==> src/rtl/multicycle_ctrl.sv <==
// Multi-cycle RV32I control FSM: fetch/decode/exec/mem/wb
// sequencing over a single shared memory port.
module multicycle_ctrl #(
  parameter int WIDTH       = 32,
  parameter int MEM_TIMEOUT = 16,
  parameter int CNT_W       = 32
) (
  input  logic             clk,
  input  logic             rst_n,
  input  logic [WIDTH-1:0] instruction,
  input  logic             branch_taken,
  input  logic             mem_ready,
  output logic             mem_req,
  output logic             mem_we,
  output logic             addr_sel,
  output logic             ir_we,
  output logic             pc_we,
  output logic [1:0]       pc_src,
  output logic [2:0]       imm_sel,
  output logic             alu_src_a,
  output logic             alu_src_b,
  output logic [1:0]       alu_op,
  output logic             reg_we,
  output logic [1:0]       wb_sel,
  output logic             illegal,
  output logic             bus_err,
  output logic             halted,
  output logic [CNT_W-1:0] retire_cnt,
  output logic [2:0]       state_out
);

  localparam int TW = $clog2(MEM_TIMEOUT + 1);

  typedef enum logic [2:0] {
    S_FETCH  = 3'd0,
    S_DECODE = 3'd1,
    S_EXEC   = 3'd2,
    S_MEM    = 3'd3,
    S_WB     = 3'd4,
    S_TRAP   = 3'd5
  } state_t;

  state_t        state;
  state_t        nxt;
  logic [TW-1:0] tcnt;
  logic          retire;
  logic          set_ill;
  logic          set_berr;
  logic          tmo;

  logic [6:0] opcode;
  assign opcode = instruction[6:0];

  logic is_lui, is_auipc, is_jal, is_jalr;
  logic is_br, is_ld, is_st, is_opi, is_op;
  logic legal;
  logic [2:0] fmt;

  assign is_lui   = opcode == 7'b0110111;
  assign is_auipc = opcode == 7'b0010111;
  assign is_jal   = opcode == 7'b1101111;
  assign is_jalr  = opcode == 7'b1100111;
  assign is_br    = opcode == 7'b1100011;
  assign is_ld    = opcode == 7'b0000011;
  assign is_st    = opcode == 7'b0100011;
  assign is_opi   = opcode == 7'b0010011;
  assign is_op    = opcode == 7'b0110011;

  assign legal = (instruction[1:0] == 2'b11) &&
                 (is_lui | is_auipc | is_jal |
                  is_jalr | is_br | is_ld |
                  is_st | is_opi | is_op);

  always_comb begin
    fmt = 3'd0;
    unique case (1'b1)
      is_st:             fmt = 3'd1;
      is_br:             fmt = 3'd2;
      is_lui | is_auipc: fmt = 3'd3;
      is_jal:            fmt = 3'd4;
      default:           fmt = 3'd0;
    endcase
  end

  assign tmo = mem_req && !mem_ready &&
               (tcnt == TW'(MEM_TIMEOUT - 1));

  always_comb begin
    mem_req   = 1'b0;
    mem_we    = 1'b0;
    addr_sel  = 1'b0;
    ir_we     = 1'b0;
    pc_we     = 1'b0;
    pc_src    = 2'd0;
    imm_sel   = 3'd0;
    alu_src_a = 1'b0;
    alu_src_b = 1'b0;
    alu_op    = 2'd0;
    reg_we    = 1'b0;
    wb_sel    = 2'd0;
    halted    = 1'b0;
    if (rst_n) begin
      unique case (state)
        S_FETCH: begin
          mem_req = 1'b1;
          ir_we   = mem_ready;
        end
        S_DECODE: imm_sel = fmt;
        S_EXEC: begin
          imm_sel = fmt;
          unique case (1'b1)
            is_op: alu_op = 2'd2;
            is_opi: begin
              alu_src_b = 1'b1;
              alu_op    = 2'd2;
            end
            is_ld | is_st: alu_src_b = 1'b1;
            is_br: begin
              alu_op = 2'd1;
              pc_we  = 1'b1;
              pc_src = branch_taken ? 2'd1 : 2'd0;
            end
            is_auipc: begin
              alu_src_a = 1'b1;
              alu_src_b = 1'b1;
            end
            is_jalr: alu_src_b = 1'b1;
            default: ;
          endcase
        end
        S_MEM: begin
          imm_sel  = fmt;
          mem_req  = 1'b1;
          addr_sel = 1'b1;
          mem_we   = is_st;
          pc_we    = is_st && mem_ready;
        end
        S_WB: begin
          imm_sel = fmt;
          reg_we  = 1'b1;
          pc_we   = 1'b1;
          unique case (1'b1)
            is_ld:  wb_sel = 2'd1;
            is_lui: wb_sel = 2'd3;
            is_jal: begin
              wb_sel = 2'd2;
              pc_src = 2'd1;
            end
            is_jalr: begin
              wb_sel = 2'd2;
              pc_src = 2'd2;
            end
            default: ;
          endcase
        end
        S_TRAP: halted = 1'b1;
        default: ;
      endcase
    end
  end

  always_comb begin
    nxt      = state;
    retire   = 1'b0;
    set_ill  = 1'b0;
    set_berr = 1'b0;
    unique case (state)
      S_FETCH: begin
        if (mem_ready) nxt = S_DECODE;
        else if (tmo) begin
          nxt      = S_TRAP;
          set_berr = 1'b1;
        end
      end
      S_DECODE: begin
        if (legal) nxt = S_EXEC;
        else begin
          nxt     = S_TRAP;
          set_ill = 1'b1;
        end
      end
      S_EXEC: begin
        if (is_br) begin
          nxt    = S_FETCH;
          retire = 1'b1;
        end else if (is_ld || is_st) nxt = S_MEM;
        else nxt = S_WB;
      end
      S_MEM: begin
        if (mem_ready) begin
          if (is_st) begin
            nxt    = S_FETCH;
            retire = 1'b1;
          end else nxt = S_WB;
        end else if (tmo) begin
          nxt      = S_TRAP;
          set_berr = 1'b1;
        end
      end
      S_WB: begin
        nxt    = S_FETCH;
        retire = 1'b1;
      end
      S_TRAP: nxt = S_TRAP;
      default: nxt = S_FETCH;
    endcase
  end

  always_ff @(posedge clk) begin
    if (!rst_n) begin
      state      <= S_FETCH;
      illegal    <= 1'b0;
      bus_err    <= 1'b0;
      retire_cnt <= '0;
      tcnt       <= '0;
    end else begin
      state <= nxt;
      if (set_ill) illegal <= 1'b1;
      if (set_berr) bus_err <= 1'b1;
      if (retire) retire_cnt <= retire_cnt + 1'b1;
      // wait counter restarts on any state change
      if (nxt != state || mem_ready || !mem_req)
        tcnt <= '0;
      else
        tcnt <= tcnt + 1'b1;
    end
  end

  assign state_out = state;

endmodule

==> config.mk <==
export PLATFORM = sky130hd
export DESIGN_NAME = multicycle_ctrl
export DESIGN_NICKNAME = d
export VERILOG_FILES = /design/src/rtl/multicycle_ctrl.sv
export SDC_FILE = /design/constraint.sdc
export NUM_CORES = 1
export LEC_CHECK = 0
export CORE_ASPECT_RATIO = 0.75
export CORE_UTILIZATION = 30
export DETAILED_ROUTE_END_ITERATION = 7
export MAX_ROUTING_LAYER = met4
export PLACE_DENSITY = 0.62
export SKIP_LAST_GASP = 1
export SYNTH_ARGS = -nofsm -noshare
export SYNTH_HDL_FRONTEND = slang
export SYNTH_SLANG_ARGS = --single-unit
==> constraint.sdc <==
create_clock -name clk -period 2.67 [get_ports clk]
set_input_delay 0.4005 -clock clk [delete_from_list [all_inputs] [get_ports clk]]
set_output_delay 0.4005 -clock clk [all_outputs]
set_load 0.005 [all_outputs]
; After elaboration in Yosys (flattened, before gate mapping)
; Cells that the tools add are included.
[word_totals]
regBits = 42
latch_bits = 0
ram_bits = 0
rom_bits = 0
output_inout_bits = 55
word_cells = 101
n_memories = 0
[classes]
add_sub_neg = 2
mul = 0
n_div = 0
n_lt_le_gt_ge = 0
n_eq_ne = 17
shift = 0
n_mux = 51
n_bitwise = 10
reduce_logical = 16
[op_table]
columns = operator, n
row1 = $add A32 B1 Y32 const B, 1
row2 = $mux W1, 29
row3 = $mux W3, 9
row4 = $eq A7 B6 Y1 const B, 3
row5 = $eq A7 B7 Y1 const B, 3
row6 = $pmux W3 S5, 1
row7 = $eq A7 B5 Y1 const B, 2
row8 = $pmux W2 S2, 3
row9 = $pmux W3 S4, 1
row10 = $mux W2, 5
row11 = $or A1 B1 Y1, 9
row12 = $reduce_or A2 Y1, 4
row13 = $reduce_or A4 Y1, 2
row14 = $eq A7 B2 Y1 const B, 1
row15 = $eq A3 B2 Y1 const B, 2
row16 = $eq A3 B3 Y1 const B, 2
row17 = $pmux W1 S3, 2
row18 = $pmux W2 S3, 1
row19 = $add A5 B1 Y5 const B, 1
row20 = $eq A5 B4 Y1 const B, 1
row21 = $logic_and A1 B1 Y1, 4
row22 = $eq A3 B1 Y1 const B, 1
row23 = $logic_not A3 Y1, 1
row24 = $logic_or A1 B1 Y1, 3
row25 = 4 further kinds, 5

; Logic depth before layout (Yosys ltp)
[depth]
depth_word = 16
depth_mapped = 8
depth_no_buf = 8

; Worst setup path before layout
; No wires, ideal clock.
[synth_timing]
kind = input-to-reg
from = input port instruction[2]
to = register retire_cnt[28]
t_arrival_ps = 2133
path_slack_ps = 401
stages = 7
path_buffers = 2
cell_sequence = nand4bb_4 > or4_1 > clkbuf_1 > a211o_1 > buf_2 > o311ai_0 > o41ai_1
[synth_between]
elab_chain_cells = 4
word_cells_on_any_way = 6
cone_classes = 2 x eq/ne / 4 x mux
[synth_rtl]
columns = item, line
row1 = from (decl), 10  ; input logic [WIDTH-1:0] instruction,
row2 = $eq A7 B6 Y1, 65  ; assign is_st = opcode == 7'b0100011;
row3 = $mux W1, 191  ; if (is_st) begin
row4 = $mux W1, 190  ; if (mem_ready) begin
row5 = $pmux W1 S3 *, 167  ; unique case (state)
row6 = to (signal assigned), 220  ; if (retire) retire_cnt <= retire_cnt + 1'b1;
row7 = to (decl), 28  ; output logic [CNT_W-1:0] retire_cnt,
; Every way passes the cells marked *; elsewhere a longest branch is shown, timed or not.
; A chain may end at the register's enable or synchronous reset.

; Final worst setup path
[layout_timing]
from = input port rst_n
to = output port mem_we
[layout_between]
elab_chain_cells = 1
[layout_rtl]
columns = item, line
row1 = from (decl), 9  ; input logic rst_n,
row2 = $mux W1, 102  ; if (rst_n) begin
row3 = to (decl), 14  ; output logic mem_we,
; No other way between the ends.

==> qor.json <==
{
  "route": {
    "via_total_after_detailed_routing": 2722,
    "drcViolationCount": 0,
    "drt-wirelength-per-cell_um": 14.5,
    "drtAntennaViolNets": 0,
    "vias_per_cell": 5.18,
    "number_of_design_rule_violations_left_by_the_first_detailed_router_iteration": 225,
    "postRouteWirelength_um": 7610,
    "first_pass_iteration_count_of_the_detailed_router": 4
  },
  "place": {
    "count_of_buffers_inserted_at_the_top_level_ports": 65,
    "post-place-ws_ps": -285,
    "dpl.cell_count": 516,
    "place.gp.congestion": 0.875,
    "detailedPlacementHpwl_um": 5790,
    "placement.cell_area_mm2": 0.00359
  },
  "logic_synthesis": {
    "synth_top_flop_cell": "sky130_fd_sc_hd__dfxtp_1",
    "post_synth_xor_area_fraction_pct": 6.24,
    "synthesis.area_per_instance_um2": 7.97,
    "synth_cell_type_count": 55,
    "yosys.area_share.adder_pct": 1.49,
    "synth.most_common_cell": "sky130_fd_sc_hd__dfxtp_1",
    "leading_area_contributor_after_synthesis": "sky130_fd_sc_hd__dfxtp_1",
    "synthMuxAreaShare_pct": 2.03,
    "seq_area_frac_synth_pct": 33.3,
    "yosys.area_share.simple_pct": 35.5,
    "synth_enable_flop_cells": 0,
    "yosys-top-cells-count": "42 x sky130_fd_sc_hd__dfxtp_1, 39 x sky130_fd_sc_hd__nor2_1, 21 x sky130_fd_sc_hd__nand2_1",
    "synth_top_cells_by_area": "sky130_fd_sc_hd__dfxtp_1 33%, sky130_fd_sc_hd__nor2_1 5.8%, sky130_fd_sc_hd__xnor2_1 5.2%, sky130_fd_sc_hd__a21oi_1 3.4%, sky130_fd_sc_hd__nand3_1 3.4%",
    "synth.net_count": 356,
    "dominant_combinational_cell_family_by_area_after_synthesis": "simple AND/OR/NAND/NOR gates",
    "synth_top_area_share_pct": 33.3,
    "ys_seq_elements": 42,
    "synth_area_in_compound_gates_pct": 16.9,
    "synth_cells": 317,
    "synth_warnings": 0,
    "post_synth_instance_area_mm2": 0.00253,
    "async_flop_share_pct": 0
  },
  "power_and_ir_drop": {
    "final_total_power_uw": 1250,
    "p_leak_uw": 0.00134,
    "ir_drop_mv": 0.177,
    "power_density_mw_per_mm2": 334
  },
  "cts": {
    "cts.root.buffer_cell": "sky130_fd_sc_hd__clkbuf_8",
    "tritoncts_num_sinks": 42,
    "clock_tree_from_tritoncts": "built",
    "number_of_h_tree_branching_levels": 2,
    "maximum_root_to_sink_buffer_count": 2,
    "clock_insertion_delay_worst_skew_ps": 290,
    "numCtsBuffers": 5,
    "path_clk_slew_ps": 70
  },
  "floorplan": {
    "dieWidth_um": 108,
    "core.rowCount": 28,
    "die_area_mm2": 0.00880,
    "ios": 91,
    "initial_utilization_pct": 31.5,
    "total_core_area_mm2": 0.00802,
    "die_y_um": 81.5
  },
  "grt": {
    "first_pass_grt_wire_length_um": 12200,
    "groute.usage.overall_pct": 18.2,
    "largest_net_degree_at_the_start_of_global_routing": 32,
    "grt_antenna_before_repair": 0,
    "global_route.overflow_total": 0,
    "number_of_global_route_vias_before_repair": 2460
  },
  "timing": {
    "post-route-min-period_ps": 2620,
    "post-route-period-util_pct": 98.3,
    "max_slew.worst_pin.slew_ps": 415,
    "worst_slack_ps": 46.4,
    "report.final.hold_viol_count": 0,
    "hold_ws_ps": 455,
    "finalClockSkew_ps": 9.17,
    "rsz0062_at_grt": "yes",
    "report.final.setup_viol": 0,
    "final-max-slew-violation-count": 0,
    "fmaxAchievable_ghz": 0.381,
    "slew_headroom_pct": 71.6
  },
  "finish": {
    "seqCellArea_um2": 843,
    "fill_cells": 795,
    "drive_above_1_share_pct": 17.9,
    "finish.cell_count_without_fillers": 525,
    "num_antenna_cells": 0,
    "design.final.nets": 458,
    "multiInputGateArea_mm2": 0.00162,
    "finish.instance_area_mm2": 0.00375,
    "layout-area-overhead-vs-synth_pct": 48.3
  },
  "critical_path": {
    "ff2ff_setup_slack_ps": 230,
    "r2r-end": "retire_cnt[27]",
    "worstSetupPathType": "in -> out",
    "worst_r2r_path_depth": 5,
    "timing.critical_path.to_type": "output port",
    "start_kind": "primary input",
    "worst_ep_required_time_ps": 2270,
    "endpoint_arrival_time_on_the_critical_path_ps": 2220,
    "regToRegStartpoint": "retire_cnt[6]",
    "critPathMaxFanout": 4
  },
  "flow_run": {
    "timing.max_cap.violations": 0
  },
  "hold_path": {
    "min-delay-path-class": "reg -> reg",
    "hold_start": "tcnt[0]",
    "min_to": "tcnt[0]",
    "holdPathStages": 1
  },
  "outcome": {
    "run_status": "completed"
  }
}
-- kinds of logic (layout without fill, tap and decap cells) --
logic type      Yosys count  after routing
flops                    42             42
xor+xnor                 18             18
buf+inv                  27            130
simple gates            157            157
fa+ha+maj                 3              3
compound gates           65             65
mux                       5              5
-- per-layer routing --
layer / GRT usage (%) / share of wire, % / up-vias
met2: 25.7 / 43 / 50
li1: - / - / 1372
met4: 2.88 / 0.17 / 0
met3: 3.17 / 4.6 / 2
met5: - / 0 / -
met1: 27.0 / 52 / 1298
-- worst max-delay path: stages --
cell	delay, ps
sky130_fd_sc_hd__clkdlybuf4s50_1	530
sky130_fd_sc_hd__clkinv_1	120
sky130_fd_sc_hd__buf_4	170
sky130_fd_sc_hd__nor2_1	140
sky130_fd_sc_hd__nor4b_1	300
sky130_fd_sc_hd__clkdlybuf4s50_1	560
-- through the flow --
step	setup TNS (ps)	util (%)
finish	0	46.7
global route	-103	46.7
CTS	-28.3	46.1
detailed placement	-1450	44.7
global placement	-1280	44.7
floorplan	0	-
-- cells in the final DEF, fill, tap and decap left out, types with 3 or more instances in the layout --
master                             n
sky130_fd_sc_hd__nand4_1           6
sky130_fd_sc_hd__and4_1            3
sky130_fd_sc_hd__a2111oi_0         3
sky130_fd_sc_hd__mux2i_1           4
sky130_fd_sc_hd__and3_1            5
sky130_fd_sc_hd__or4_1             6
sky130_fd_sc_hd__nand2b_1         13
sky130_fd_sc_hd__xnor2_1          15
sky130_fd_sc_hd__nor2b_1           3
sky130_fd_sc_hd__nor3_1            9
sky130_fd_sc_hd__nor2_1           38
sky130_fd_sc_hd__o31ai_1           4
sky130_fd_sc_hd__o21ai_0          12
sky130_fd_sc_hd__nand2_1          21
sky130_fd_sc_hd__o41ai_1           3
sky130_fd_sc_hd__clkbuf_8          6
sky130_fd_sc_hd__or3_1             7
sky130_fd_sc_hd__nor4_1            5
sky130_fd_sc_hd__ha_1              3
sky130_fd_sc_hd__a21oi_1          17
sky130_fd_sc_hd__dlygate4sd2_1     5
sky130_fd_sc_hd__xor2_1            3
sky130_fd_sc_hd__nand3b_1          3
sky130_fd_sc_hd__dfxtp_1          40
sky130_fd_sc_hd__o21a_1            4
sky130_fd_sc_hd__inv_1             6
sky130_fd_sc_hd__a211oi_1          9
sky130_fd_sc_hd__nand3_1          16
sky130_fd_sc_hd__clkdlybuf4s50_1  58
sky130_fd_sc_hd__buf_4            48
-- area by class of cell --
class                   count  share of cell area, %
repair buffers            115                   27.5
clock buffers               7                   2.30
flip-flops and latches     42                   22.5
multi-input cells         248                   43.3
well taps                 105                   3.51
clock inverters             1                  0.134
inverters                   7                  0.701
-- worst max path at each step --
stage               slack (ps)  depth (start not counted)              to            from
floorplan                  400                          7  retire_cnt[28]  instruction[2]
global placement          -270                          5       wb_sel[0]  instruction[0]
detailed placement        -280                          5       wb_sel[0]  instruction[0]
CTS                        -30                          7       wb_sel[1]           rst_n
global route               -40                          6          mem_we           rst_n
finish                      50                          6          mem_we           rst_n
-- power breakdown --
group,switching [µW],internal (µW)
Clock,212,209
Combinational,94.8,91.0
Sequential,10.3,634
Total,317,934
-- registers in the layout (all words and copies together), names as in the netlist --
register and cells:
bus_err 1, illegal 1, state_out 3, tcnt 5, retire_cnt 32
-- repair_timing --
action                     CTS  global route
hold buffers                 0             0
hold endpoints to repair     0             0
gates resized for setup     11            10
pin swaps                    2             5
buffers inserted             0             1
setup endpoints to repair    5            10
No activity file was read; power rests on OpenSTA's default activity.
